### src/rtl/ps2_pkg.sv
// Shared types and byte constants for the PS/2 mouse host controller.
// The state encoding and the command/response bytes of the init exchange live here.
package ps2_pkg;

  typedef enum logic [3:0] {
    SEND_RST,
    WAIT_TX1,
    WAIT_ACK1,
    WAIT_BAT,
    WAIT_ID,
    SEND_EN,
    WAIT_TX2,
    WAIT_ACK2,
    STREAM,
    FAIL
  } state_t;

  localparam logic [7:0] CMD_RESET   = 8'hFF;
  localparam logic [7:0] CMD_ENABLE  = 8'hF4;
  localparam logic [7:0] RSP_ACK     = 8'hFA;
  localparam logic [7:0] RSP_BAT_OK  = 8'hAA;
  localparam logic [7:0] RSP_BAT_ERR = 8'hFC;
  localparam logic [7:0] RSP_ID      = 8'h00;

  // States in which the response timeout counter runs.
  function automatic logic is_wait(input state_t s);
    return (s == WAIT_TX1) || (s == WAIT_ACK1) || (s == WAIT_BAT) ||
           (s == WAIT_ID)  || (s == WAIT_TX2)  || (s == WAIT_ACK2);
  endfunction

endpackage

### src/rtl/ps2_mouse_init_seq_if.sv
// Byte link to the PS/2 transceiver plus the status/packet outputs of the controller.
// master = controller side, slave = transceiver/decoder side.
interface ps2_mouse_init_seq_if;

  logic [7:0]  rx_data;
  logic        rx_valid;
  logic        tx_done;
  logic        tx_err;
  logic [7:0]  tx_data;
  logic        tx_start;
  logic        streaming;
  logic        init_err;
  logic [1:0]  retry_cnt;
  logic [23:0] pkt;
  logic        pkt_valid;

  modport master (
    input  rx_data, rx_valid, tx_done, tx_err,
    output tx_data, tx_start, streaming, init_err, retry_cnt, pkt, pkt_valid
  );

  modport slave (
    output rx_data, rx_valid, tx_done, tx_err,
    input  tx_data, tx_start, streaming, init_err, retry_cnt, pkt, pkt_valid
  );

endinterface

### src/rtl/ps2_pkt_framer.sv
// Groups streamed mouse bytes into 3-byte movement packets, resyncing on bit 3 of
// the first byte and dropping a partial packet when the inter-byte gap expires.
module ps2_pkt_framer #(
  parameter int GAP_CYCLES = 100_000,
  parameter int CW         = 26
) (
  input  logic        CLK,
  input  logic        RST,
  input  logic        i_en,
  input  logic [7:0]  i_rx_data,
  input  logic        i_rx_valid,
  output logic [23:0] o_pkt,
  output logic        o_pkt_valid
);

  localparam logic [CW-1:0] GAP_LAST = CW'(GAP_CYCLES - 1);

  logic [1:0]    r_idx;
  logic [7:0]    r_byte0;
  logic [7:0]    r_byte1;
  logic [CW-1:0] r_gap;
  logic [23:0]   r_pkt;
  logic          r_pkt_valid;

  always_ff @(posedge CLK) begin
    if (RST) begin
      r_idx       <= '0;
      r_byte0     <= '0;
      r_byte1     <= '0;
      r_gap       <= '0;
      r_pkt       <= '0;
      r_pkt_valid <= 1'b0;
    end else begin
      r_pkt_valid <= 1'b0;
      if (!i_en) begin
        r_idx <= '0;
        r_gap <= '0;
      end else if (i_rx_valid) begin
        r_gap <= '0;
        case (r_idx)
          2'd0: begin
            // A first byte always carries bit 3 set; anything else is mid-packet debris.
            if (i_rx_data[3]) begin
              r_byte0 <= i_rx_data;
              r_idx   <= 2'd1;
            end
          end
          2'd1: begin
            r_byte1 <= i_rx_data;
            r_idx   <= 2'd2;
          end
          default: begin
            r_pkt       <= {i_rx_data, r_byte1, r_byte0};
            r_pkt_valid <= 1'b1;
            r_idx       <= 2'd0;
          end
        endcase
      end else if (r_idx != 2'd0) begin
        if (r_gap == GAP_LAST) begin
          r_idx <= '0;
          r_gap <= '0;
        end else begin
          r_gap <= r_gap + 1'b1;
        end
      end
    end
  end

  assign o_pkt       = r_pkt;
  assign o_pkt_valid = r_pkt_valid;

endmodule

### src/rtl/ps2_mouse_init_seq.sv
// PS/2 mouse host controller: reset/self-test/enable command exchange with timeout
// and retries, then hands the byte stream to the packet framer.
module ps2_mouse_init_seq
  import ps2_pkg::*;
#(
  parameter int TIMEOUT_CYCLES = 50_000_000,
  parameter int GAP_CYCLES     = 100_000,
  parameter int MAX_RETRIES    = 3,
  parameter int CW             = 26
) (
  input  logic                 CLK,
  input  logic                 RST,
  ps2_mouse_init_seq_if.master bus
);

  localparam logic [CW-1:0] TMO_LAST = CW'(TIMEOUT_CYCLES - 1);

  state_t        r_state;
  state_t        w_state_next;
  logic [CW-1:0] r_tmo;
  logic [1:0]    r_retry;
  logic [1:0]    w_retry_next;
  logic          r_tx_start;
  logic [7:0]    r_tx_data;
  logic          w_send;
  logic [7:0]    w_cmd;
  logic          w_fail;
  logic          w_wait;
  logic          w_streaming;
  logic [23:0]   w_pkt;
  logic          w_pkt_valid;

  always_comb begin
    w_state_next = r_state;
    w_retry_next = r_retry;
    w_send       = 1'b0;
    w_cmd        = CMD_RESET;
    w_fail       = 1'b0;
    w_wait       = is_wait(r_state);
    case (r_state)
      SEND_RST: begin
        w_send       = 1'b1;
        w_cmd        = CMD_RESET;
        w_state_next = WAIT_TX1;
      end
      WAIT_TX1, WAIT_TX2: begin
        if (bus.tx_err)       w_fail = 1'b1;
        else if (bus.tx_done) w_state_next = (r_state == WAIT_TX1) ? WAIT_ACK1 : WAIT_ACK2;
      end
      WAIT_ACK1: begin
        if (bus.rx_valid) begin
          if (bus.rx_data == RSP_ACK) w_state_next = WAIT_BAT;
          else                        w_fail = 1'b1;
        end
      end
      WAIT_BAT: begin
        // Other bytes can precede the self-test result; only the two verdicts matter.
        if (bus.rx_valid) begin
          if (bus.rx_data == RSP_BAT_OK)       w_state_next = WAIT_ID;
          else if (bus.rx_data == RSP_BAT_ERR) w_fail = 1'b1;
        end
      end
      WAIT_ID: begin
        if (bus.rx_valid) begin
          if (bus.rx_data == RSP_ID) w_state_next = SEND_EN;
          else                       w_fail = 1'b1;
        end
      end
      SEND_EN: begin
        w_send       = 1'b1;
        w_cmd        = CMD_ENABLE;
        w_state_next = WAIT_TX2;
      end
      WAIT_ACK2: begin
        if (bus.rx_valid) begin
          if (bus.rx_data == RSP_ACK) w_state_next = STREAM;
          else                        w_fail = 1'b1;
        end
      end
      STREAM:  w_state_next = STREAM;
      FAIL:    w_state_next = FAIL;
      default: w_state_next = SEND_RST;
    endcase

    if (w_wait && !w_fail && (w_state_next == r_state) && !bus.rx_valid && (r_tmo == TMO_LAST))
      w_fail = 1'b1;

    if (w_fail) begin
      w_retry_next = (r_retry == 2'd3) ? r_retry : r_retry + 2'd1;
      w_state_next = ((int'(r_retry) + 1) >= MAX_RETRIES) ? FAIL : SEND_RST;
    end
  end

  always_ff @(posedge CLK) begin
    if (RST) begin
      r_state    <= SEND_RST;
      r_tmo      <= '0;
      r_retry    <= '0;
      r_tx_start <= 1'b0;
      r_tx_data  <= '0;
    end else begin
      r_state    <= w_state_next;
      r_retry    <= w_retry_next;
      r_tx_start <= w_send;
      if (w_send) r_tx_data <= w_cmd;
      if ((w_state_next != r_state) || bus.rx_valid) r_tmo <= '0;
      else if (w_wait)                               r_tmo <= r_tmo + 1'b1;
    end
  end

  assign w_streaming   = (r_state == STREAM);
  assign bus.tx_data   = r_tx_data;
  assign bus.tx_start  = r_tx_start;
  assign bus.streaming = w_streaming;
  assign bus.init_err  = (r_state == FAIL);
  assign bus.retry_cnt = r_retry;
  assign bus.pkt       = w_pkt;
  assign bus.pkt_valid = w_pkt_valid;

  ps2_pkt_framer #(
    .GAP_CYCLES (GAP_CYCLES),
    .CW         (CW)
  ) u_framer (
    .CLK         (CLK),
    .RST         (RST),
    .i_en        (w_streaming),
    .i_rx_data   (bus.rx_data),
    .i_rx_valid  (bus.rx_valid),
    .o_pkt       (w_pkt),
    .o_pkt_valid (w_pkt_valid)
  );

endmodule

### src/flat_wrapper.sv
// flat-port wrapper written by rule: the top's interface ports become plain ports
module ps2_mouse_init_seq_flat import ps2_pkg::*;
#(
  parameter int TIMEOUT_CYCLES = 50_000_000,
  parameter int GAP_CYCLES     = 100_000,
  parameter int MAX_RETRIES    = 3,
  parameter int CW             = 26
)
  (CLK, RST, bus_rx_data, bus_rx_valid, bus_tx_done, bus_tx_err, bus_tx_data, bus_tx_start, bus_streaming, bus_init_err, bus_retry_cnt, bus_pkt, bus_pkt_valid);
  ps2_mouse_init_seq_if bus_i ();
  input  logic CLK;
  input  logic RST;
  input wire logic [$bits(bus_i.rx_data)-1:0] bus_rx_data;
  input wire logic [$bits(bus_i.rx_valid)-1:0] bus_rx_valid;
  input wire logic [$bits(bus_i.tx_done)-1:0] bus_tx_done;
  input wire logic [$bits(bus_i.tx_err)-1:0] bus_tx_err;
  output wire logic [$bits(bus_i.tx_data)-1:0] bus_tx_data;
  output wire logic [$bits(bus_i.tx_start)-1:0] bus_tx_start;
  output wire logic [$bits(bus_i.streaming)-1:0] bus_streaming;
  output wire logic [$bits(bus_i.init_err)-1:0] bus_init_err;
  output wire logic [$bits(bus_i.retry_cnt)-1:0] bus_retry_cnt;
  output wire logic [$bits(bus_i.pkt)-1:0] bus_pkt;
  output wire logic [$bits(bus_i.pkt_valid)-1:0] bus_pkt_valid;
  assign bus_i.rx_data = bus_rx_data;
  assign bus_i.rx_valid = bus_rx_valid;
  assign bus_i.tx_done = bus_tx_done;
  assign bus_i.tx_err = bus_tx_err;
  assign bus_tx_data = bus_i.tx_data;
  assign bus_tx_start = bus_i.tx_start;
  assign bus_streaming = bus_i.streaming;
  assign bus_init_err = bus_i.init_err;
  assign bus_retry_cnt = bus_i.retry_cnt;
  assign bus_pkt = bus_i.pkt;
  assign bus_pkt_valid = bus_i.pkt_valid;
  ps2_mouse_init_seq #(.TIMEOUT_CYCLES(TIMEOUT_CYCLES), .GAP_CYCLES(GAP_CYCLES), .MAX_RETRIES(MAX_RETRIES), .CW(CW)) u_core (.CLK(CLK), .RST(RST), .bus(bus_i));
endmodule
### config.mk
export PLATFORM = sky130hd
export DESIGN_NAME = ps2_mouse_init_seq_flat
export DESIGN_NICKNAME = d
export VERILOG_FILES = /design/src/rtl/ps2_pkg.sv /design/src/rtl/ps2_mouse_init_seq_if.sv /design/src/rtl/ps2_pkt_framer.sv /design/src/rtl/ps2_mouse_init_seq.sv /design/src/flat_wrapper.sv
export SDC_FILE = /design/constraint.sdc
export NUM_CORES = 1
export LEC_CHECK = 0
export CAP_MARGIN = 20
export CORE_MARGIN = 3
export CORE_UTILIZATION = 34
export CTS_CLUSTER_SIZE = 30
export DETAILED_ROUTE_END_ITERATION = 10
export SLEW_MARGIN = 20
export SYNTH_ARGS = -nofsm -noshare
export SYNTH_HDL_FRONTEND = slang
export SYNTH_HIERARCHICAL = 1
export SYNTH_SLANG_ARGS = --single-unit
### constraint.sdc
create_clock -name CLK -period 2.61 [get_ports CLK]
set_input_delay 0.522 -clock CLK [delete_from_list [all_inputs] [get_ports CLK]]
set_output_delay 0.522 -clock CLK [all_outputs]
set_load 0.01 [all_outputs]
=== Yosys cells after proc, flatten, opt, wreduce, memory -nomap -nowiden ===
Cells that the tools add are included.

* Bits of input ports: 13
* Output and inout bits: 38
* Bits in registers: 110
* Word-level logic and storage cells: 103

* Magnitude comparators: 1
* Reductions and logical operators: 31
* Bitwise logic cells: 4
* Equality and inequality tests: 19
* $add $sub $neg: 4
* Multiplexer cells: 33

{| class="wikitable"
|+ Operator list
! cell !! count
|-
| adder 26 x 1 -> 26 bit (second input constant) || 2
|-
| 2-to-1 mux 4 bit || 13
|-
| one-hot mux 4 bit (9 select lines) || 1
|-
| greater-or-equal comparator 32 x 3 -> 1 bit (second input constant) || 1
|-
| == test 26 x 17 -> 1 bit (second input constant) || 1
|-
| == test 26 bit (second input constant) || 1
|-
| 2-to-1 mux 26 bit || 1
|-
| == test 8 bit (second input constant) || 3
|-
| == test 4 x 3 -> 1 bit (second input constant) || 4
|-
| OR reduction 2 bit || 6
|-
| 2-to-1 mux 1 bit || 11
|-
| AND reduction 3 bit || 3
|-
| == test 4 x 2 -> 1 bit (second input constant) || 2
|-
| == test 4 bit (second input constant) || 2
|-
| logical NOT 8 bit || 1
|-
| 2-to-1 mux 2 bit || 4
|-
| logical OR 1 bit || 6
|-
| nonzero test 2 bit || 3
|-
| OR reduction 3 bit || 2
|-
| == test 4 x 1 -> 1 bit (second input constant) || 1
|-
| == test 4 bit || 1
|-
| logical AND 1 bit || 4
|-
| logical NOT 4 bit || 1
|-
| inequality test 4 bit || 1
|-
| other kinds (13) || 17
|}

=== Longest topological paths before layout ===
* Word-level depth: 15
* Mapped depth: 10
* Mapped depth without buffers: 7

=== Hierarchy ===
Netlist, hierarchy kept.

{| class="wikitable"
|+ Modules (own cells, without submodules)
! module !! sequential area each (sq um) !! cells an instance !! area an instance (sq um) !! times used
|-
| ps2_pkt_framer || 1381.3 || 334 || 2792.7 || 1
|-
| ps2_mouse_init_seq || 700.7 || 266 || 2219.6 || 1
|}

=== Least setup slack after synthesis ===
No wires, ideal clock.

* Kind: input -> register
* From: in bus_rx_data[2]
* To: reg u_core.r_tmo[10]
* Data required time: 2.480 ns
* Path slack: 0.054 ns
* Library setup time: 0.130 ns
* Arrival: 2.426 ns
* Cell stages on the path: 8
* Path buffers: 1
* Path through: and4bb_2 > a2111oi_0 > a21oi_1 > a31oi_1 > nand3_2 > a311oi_4 > buf_6 > nor3_1

* Word-level cells in the longest chain between the ends: 15
* Elaborated cells between the ends (all ways): 32
* Those cells by class: 5 x eq/ne; 19 x mux; 8 x reduce/logical

{| class="wikitable"
|+ Ends and longest elaborated chain
! element !! RTL line !! source
|-
| from (decl) || flat_wrapper.sv:13 || <nowiki>input wire logic [$bits(bus_i.rx_data)-1:0] bus_rx_data;</nowiki>
|-
| == test 8 bit || ps2_mouse_init_seq.sv:60 || <nowiki>else if (bus.rx_data == RSP_BAT_ERR) w_fail = 1'b1;</nowiki>
|-
| 2-to-1 mux 1 bit || ps2_mouse_init_seq.sv:60 ||
|-
| 2-to-1 mux 1 bit || ps2_mouse_init_seq.sv:59 || <nowiki>if (bus.rx_data == RSP_BAT_OK) w_state_next = WAIT_ID;</nowiki>
|-
| 2-to-1 mux 1 bit || ps2_mouse_init_seq.sv:58 || <nowiki>if (bus.rx_valid) begin</nowiki>
|-
| one-hot mux 1 bit (4 select lines) || ps2_mouse_init_seq.sv:40 || <nowiki>case (r_state)</nowiki>
|-
| logical NOT 1 bit || ps2_mouse_init_seq.sv:85 || <nowiki>if (w_wait && !w_fail && (w_state_next == r_state) && !bus.rx_valid && (r_tmo == TMO_LAST))</nowiki>
|-
| logical AND 1 bit (4 in series) || ps2_mouse_init_seq.sv:85 ||
|-
| 2-to-1 mux 1 bit || ps2_mouse_init_seq.sv:85 ||
|-
| 2-to-1 mux 4 bit * || ps2_mouse_init_seq.sv:88 || <nowiki>if (w_fail) begin</nowiki>
|-
| inequality test 4 bit * || ps2_mouse_init_seq.sv:106 || <nowiki>if ((w_state_next != r_state) || bus.rx_valid) r_tmo <= '0;</nowiki>
|-
| logical OR 1 bit * || ps2_mouse_init_seq.sv:106 ||
|-
| OR reduction 2 bit (no line) * || n/a ||
|-
| to (signal assigned) || ps2_mouse_init_seq.sv:107 || <nowiki>else if (w_wait) r_tmo <= r_tmo + 1'b1;</nowiki>
|-
| to (decl) || ps2_mouse_init_seq.sv:20 || <nowiki>logic [CW-1:0] r_tmo;</nowiki>
|}

Every way passes the cells marked *; elsewhere a longest branch is shown, timed or not.
A chain may end at the register's enable or synchronous reset.

=== Worst setup path after layout ===
* From: reg u_core.r_tmo[7]
* To: reg u_core.r_tmo[22]

* Word-level cells in the longest chain between the ends: 7
* Elaborated cells between the ends (all ways): 8
* Those cells by class: 1 x add/sub; 2 x eq/ne; 2 x mux; 3 x reduce/logical

{| class="wikitable"
|+ Ends and longest elaborated chain
! element !! RTL line
|-
| == test 26 bit || ps2_mouse_init_seq.sv:85
|-
| logical AND 1 bit || ps2_mouse_init_seq.sv:85
|-
| 2-to-1 mux 1 bit || ps2_mouse_init_seq.sv:85
|-
| 2-to-1 mux 4 bit || ps2_mouse_init_seq.sv:88
|-
| inequality test 4 bit || ps2_mouse_init_seq.sv:106
|-
| logical OR 1 bit || ps2_mouse_init_seq.sv:106
|-
| OR reduction 2 bit (no line) || n/a
|}

Parallel ways exist; a longest one is shown, timed or not.

==> summary.md <==
| Metric | Value |
|---|---|
| Setup crit end | u_core/r_tmo[22] |
| Number of diodes | 0 |
| Post-synthesis net count | about 600 |
| Via density | approximately 5.4 |
| Largest net degree at the start of global routing | 40 |
| Vias | about 4,600 |
| RSZ-0062 raised after global routing | true |
| Leak pwr | 0.00216 µW |
| CTS tree | done |
| DRC viols | 0 |
| Global-route wire length before repair | between 20,000 and 25,000 µm |
| Starting Density | 35.4% |
| Power Density | 559 nW/µm² |
| Starting DRT DRC Count | 475 |
| Top Ports | 51 |
| Die Area | 16,200 µm² |
| Die Width | 127 µm |
| Vias in the first global route | 4,319 |
| Crit Path Category | reg2reg |
| Final GP Congestion | about 0.90 |
| # rows | 43 |
| Layout cells sized above 1 | 16.5% |
| Hold Fails Final Rpt | 0 |
| Total Routing Usage GR | 15.6% |
| Initial antenna violation count | 0 |
| Hold Worst Slack | 0.457 ns |
| Worst setup EP type | flop |
| Reg2reg start | u_core/r_tmo[7] |
| Clock buffer depth | 2 |
| Final Max Slew Viols | 0 |
| Total gr overflow | 0 |
| Max FO, Critical Path | 6 |
| Nets | 691 |
| Mean Syn Cell Area | 8.35 µm² |
| Synthesized flop and latch total | between 100 and 150 |
| Ys Warns | 6 |
| Mapped cell area | around 5000 µm² |
| Max Cap Violations | 0 |
| Overall power | around 3600 µW |
| Number of synthesized flops with an enable pin | 0 |
| Worst setup SP type | flop |
| Crit Reg-Reg Endpoint | u_core/r_tmo[22] |
| F_max | 388 MHz |
| WL final | 12,800 µm |
| Final Skew | a little over 0.01 ns |
| HPWL Detailed | 8680 µm |
| Yosys cell types | 66 |
| Minimum clock period | about 2.6 ns |
| HP Class | reg2reg |
| Maximum VDD drop | 0.354 mV |
| Footprint of the multi-input gates | 2780 µm² |
| P&R area growth vs syn | 28.4% |
| Hold Crit Start | u_core/u_framer/o_pkt[19] |
| Worst Setup SP | u_core/r_tmo[7] |
| Slew @ Worst Pin | approximately 0.5 ns |
| Cells after Synth | 600 |
| # clock sinks | 104 |
| Finished Layout Cells | about 860 |
| Required @ worst endpoint | around 2.9 ns |
| Async S/R FF share, synth | 0% |
| Yosys top cell area share | around 42% |
| Placed cells | 834 |
| Core Region | 14,100 µm² |
| Area leader, netlist | dfxtp_1 |
| Top_reg_cell synth | dfxtp_1 |
| # fillers | about 1,400 |
| Num CTS Buffers | 9 |
| Worst R2R Path Depth | 10 |
| Top cells by count, synth | 104 x dfxtp_1, 83 x nand2_1, 54 x a21oi_1 |
| Clock latency on the worst-skew pair | ~0.35 ns |
| # hold bufs at CTS | 0 |
| CTS H-tree depth | 3 |
| Clock slew at reported path FFs | about 0.070 ns |
| IO buf count | 50 |
| Clock Root Buffer | clkbuf_16 |
| Leading post-synthesis cells by cell area | dfxtp_1 42%, nand2_1 6.2%, a21oi_1 5.4% |
| R2R Setup Slk | 0.03 ns |
| Total iterations of the first detailed-routing run | 5 |
| Final setup fails | 0 |
| Die height | between 100 and 150 µm |
| FF+latch area | ~2100 µm² |
| Final ANT Viol Nets | 0 |
| Cell with the most instances after synthesis | dfxtp_1 |
| CP arrival | ~2.8 ns |
| Sequential fraction of the synthesis area | just over 40% |
| Fin crit share | 98.8% |
| Status | finished clean |
| Wire per inst | 14.9 µm |
| Relative slew slack | between 60% and 70% |
-- sequential cells by signal, indices dropped and copies added, names as in the netlist --
register and cells:
u_core/bus.retry_cnt 2, u_core/bus.tx_data 2, u_core/r_tmo 26, u_core/r_state 4
u_core/u_framer/r_idx 2, u_core/u_framer/o_pkt 24, u_core/u_framer/r_gap 26, u_core/u_framer/r_byte0 8
u_core/u_framer/o_pkt_valid 1, u_core/u_framer/r_byte1 8, u_core/bus.tx_start 1
-- placed cells by master (no fill, tap or decap), drive strengths merged, types with 21 or more instances in the layout --
master,instances
a21oi,54
buf,48
clkdlybuf4s50,41
dfxtp,104
inv,22
nand2,83
nand3,27
nor2,53
nor3,35
xor2,21
-- metal layers --
| layer | vias to the layer above | track usage [%] | wire [µm] |
|---|---|---|---|
| li1 | 2272 | - | - |
| met3 | 20 | 3.14 | 657 |
| met1 | 2196 | 20.5 | 5860 |
| met5 | - | 0 | 0 |
| met2 | 137 | 25.2 | 6040 |
| met4 | 0 | 5.68 | 229 |
-- logic make-up after synthesis --
logic type / Yosys count / synth area share [%]
AO/OA/AOI/OAI: 101 / 13.6
XOR/XNOR: 40 / 6.99
adder cells (fa/ha/maj): 4 / 0.999
buffers and inverters: 55 / 5.79
flip-flops: 104 / 41.5
multiplexers: 8 / 1.60
AND/OR/NAND/NOR: 288 / 29.5
-- how the worst min path moves through the flow --
stage	end	slack, ns	cells after the start
floorplan	u_core/u_framer/o_pkt[0]	0.43	2
global placement	u_core/u_framer/o_pkt[11]	0.44	2
detailed placement	u_core/u_framer/o_pkt[2]	0.44	2
CTS	u_core/u_framer/o_pkt[19]	0.46	2
global route	u_core/u_framer/o_pkt[3]	0.48	2
finish	u_core/u_framer/o_pkt[19]	0.46	2
-- cell type report --
| class | instances | area share, % |
|---|---|---|
| multi-input combinational | 441 | 43.2 |
| sequential | 104 | 32.5 |
| timing repair buffer | 99 | 14.7 |
| clock buffer | 9 | 3.50 |
| tap | 180 | 3.50 |
| clock inverter | 7 | 1.46 |
| inverter | 19 | 1.11 |
-- worst max-delay path, cell delays in order (launching register included) --
cell and delay (ns):
dfxtp_4 0.36, nor4_4 0.27, nand4_1 0.13, or3_4 0.37
o41ai_4 0.35, buf_4 0.18, a311oi_4 0.11, a311oi_4 0.33
buf_6 0.17, clkbuf_16 0.15, nor3_1 0.05
-- power breakdown --
group	internal, µW	total, µW	switching, µW	leakage [µW]
sequential	1600	1620	17.2	0.000842
clock	694	1380	689	0.000154
combinational	302	594	293	0.00116
total	2600	3590	999	0.00216
-- through the flow --
stage | TNS [ns] | worst slack [ns] | area, µm² | utilization, %
after floorplan | 0 | 0.0536 | 5010 | -
after global placement | -11.62 | -0.404 | 5840 | 41.3
after detailed placement | -16.05 | -0.550 | 5840 | 41.3
after CTS | 0 | 0.0251 | 6240 | 44.1
after global routing | -1.06 | -0.0548 | 6430 | 45.5
final | 0 | 0.0305 | 6430 | 45.5
-- repair_timing --
item,CTS,global route
setup endpoints to repair,27,27
resized for setup,21,23
pin swaps,6,7
setup buffers,3,3
cloned,1,2
No activity file was read; power rests on OpenSTA's default activity.
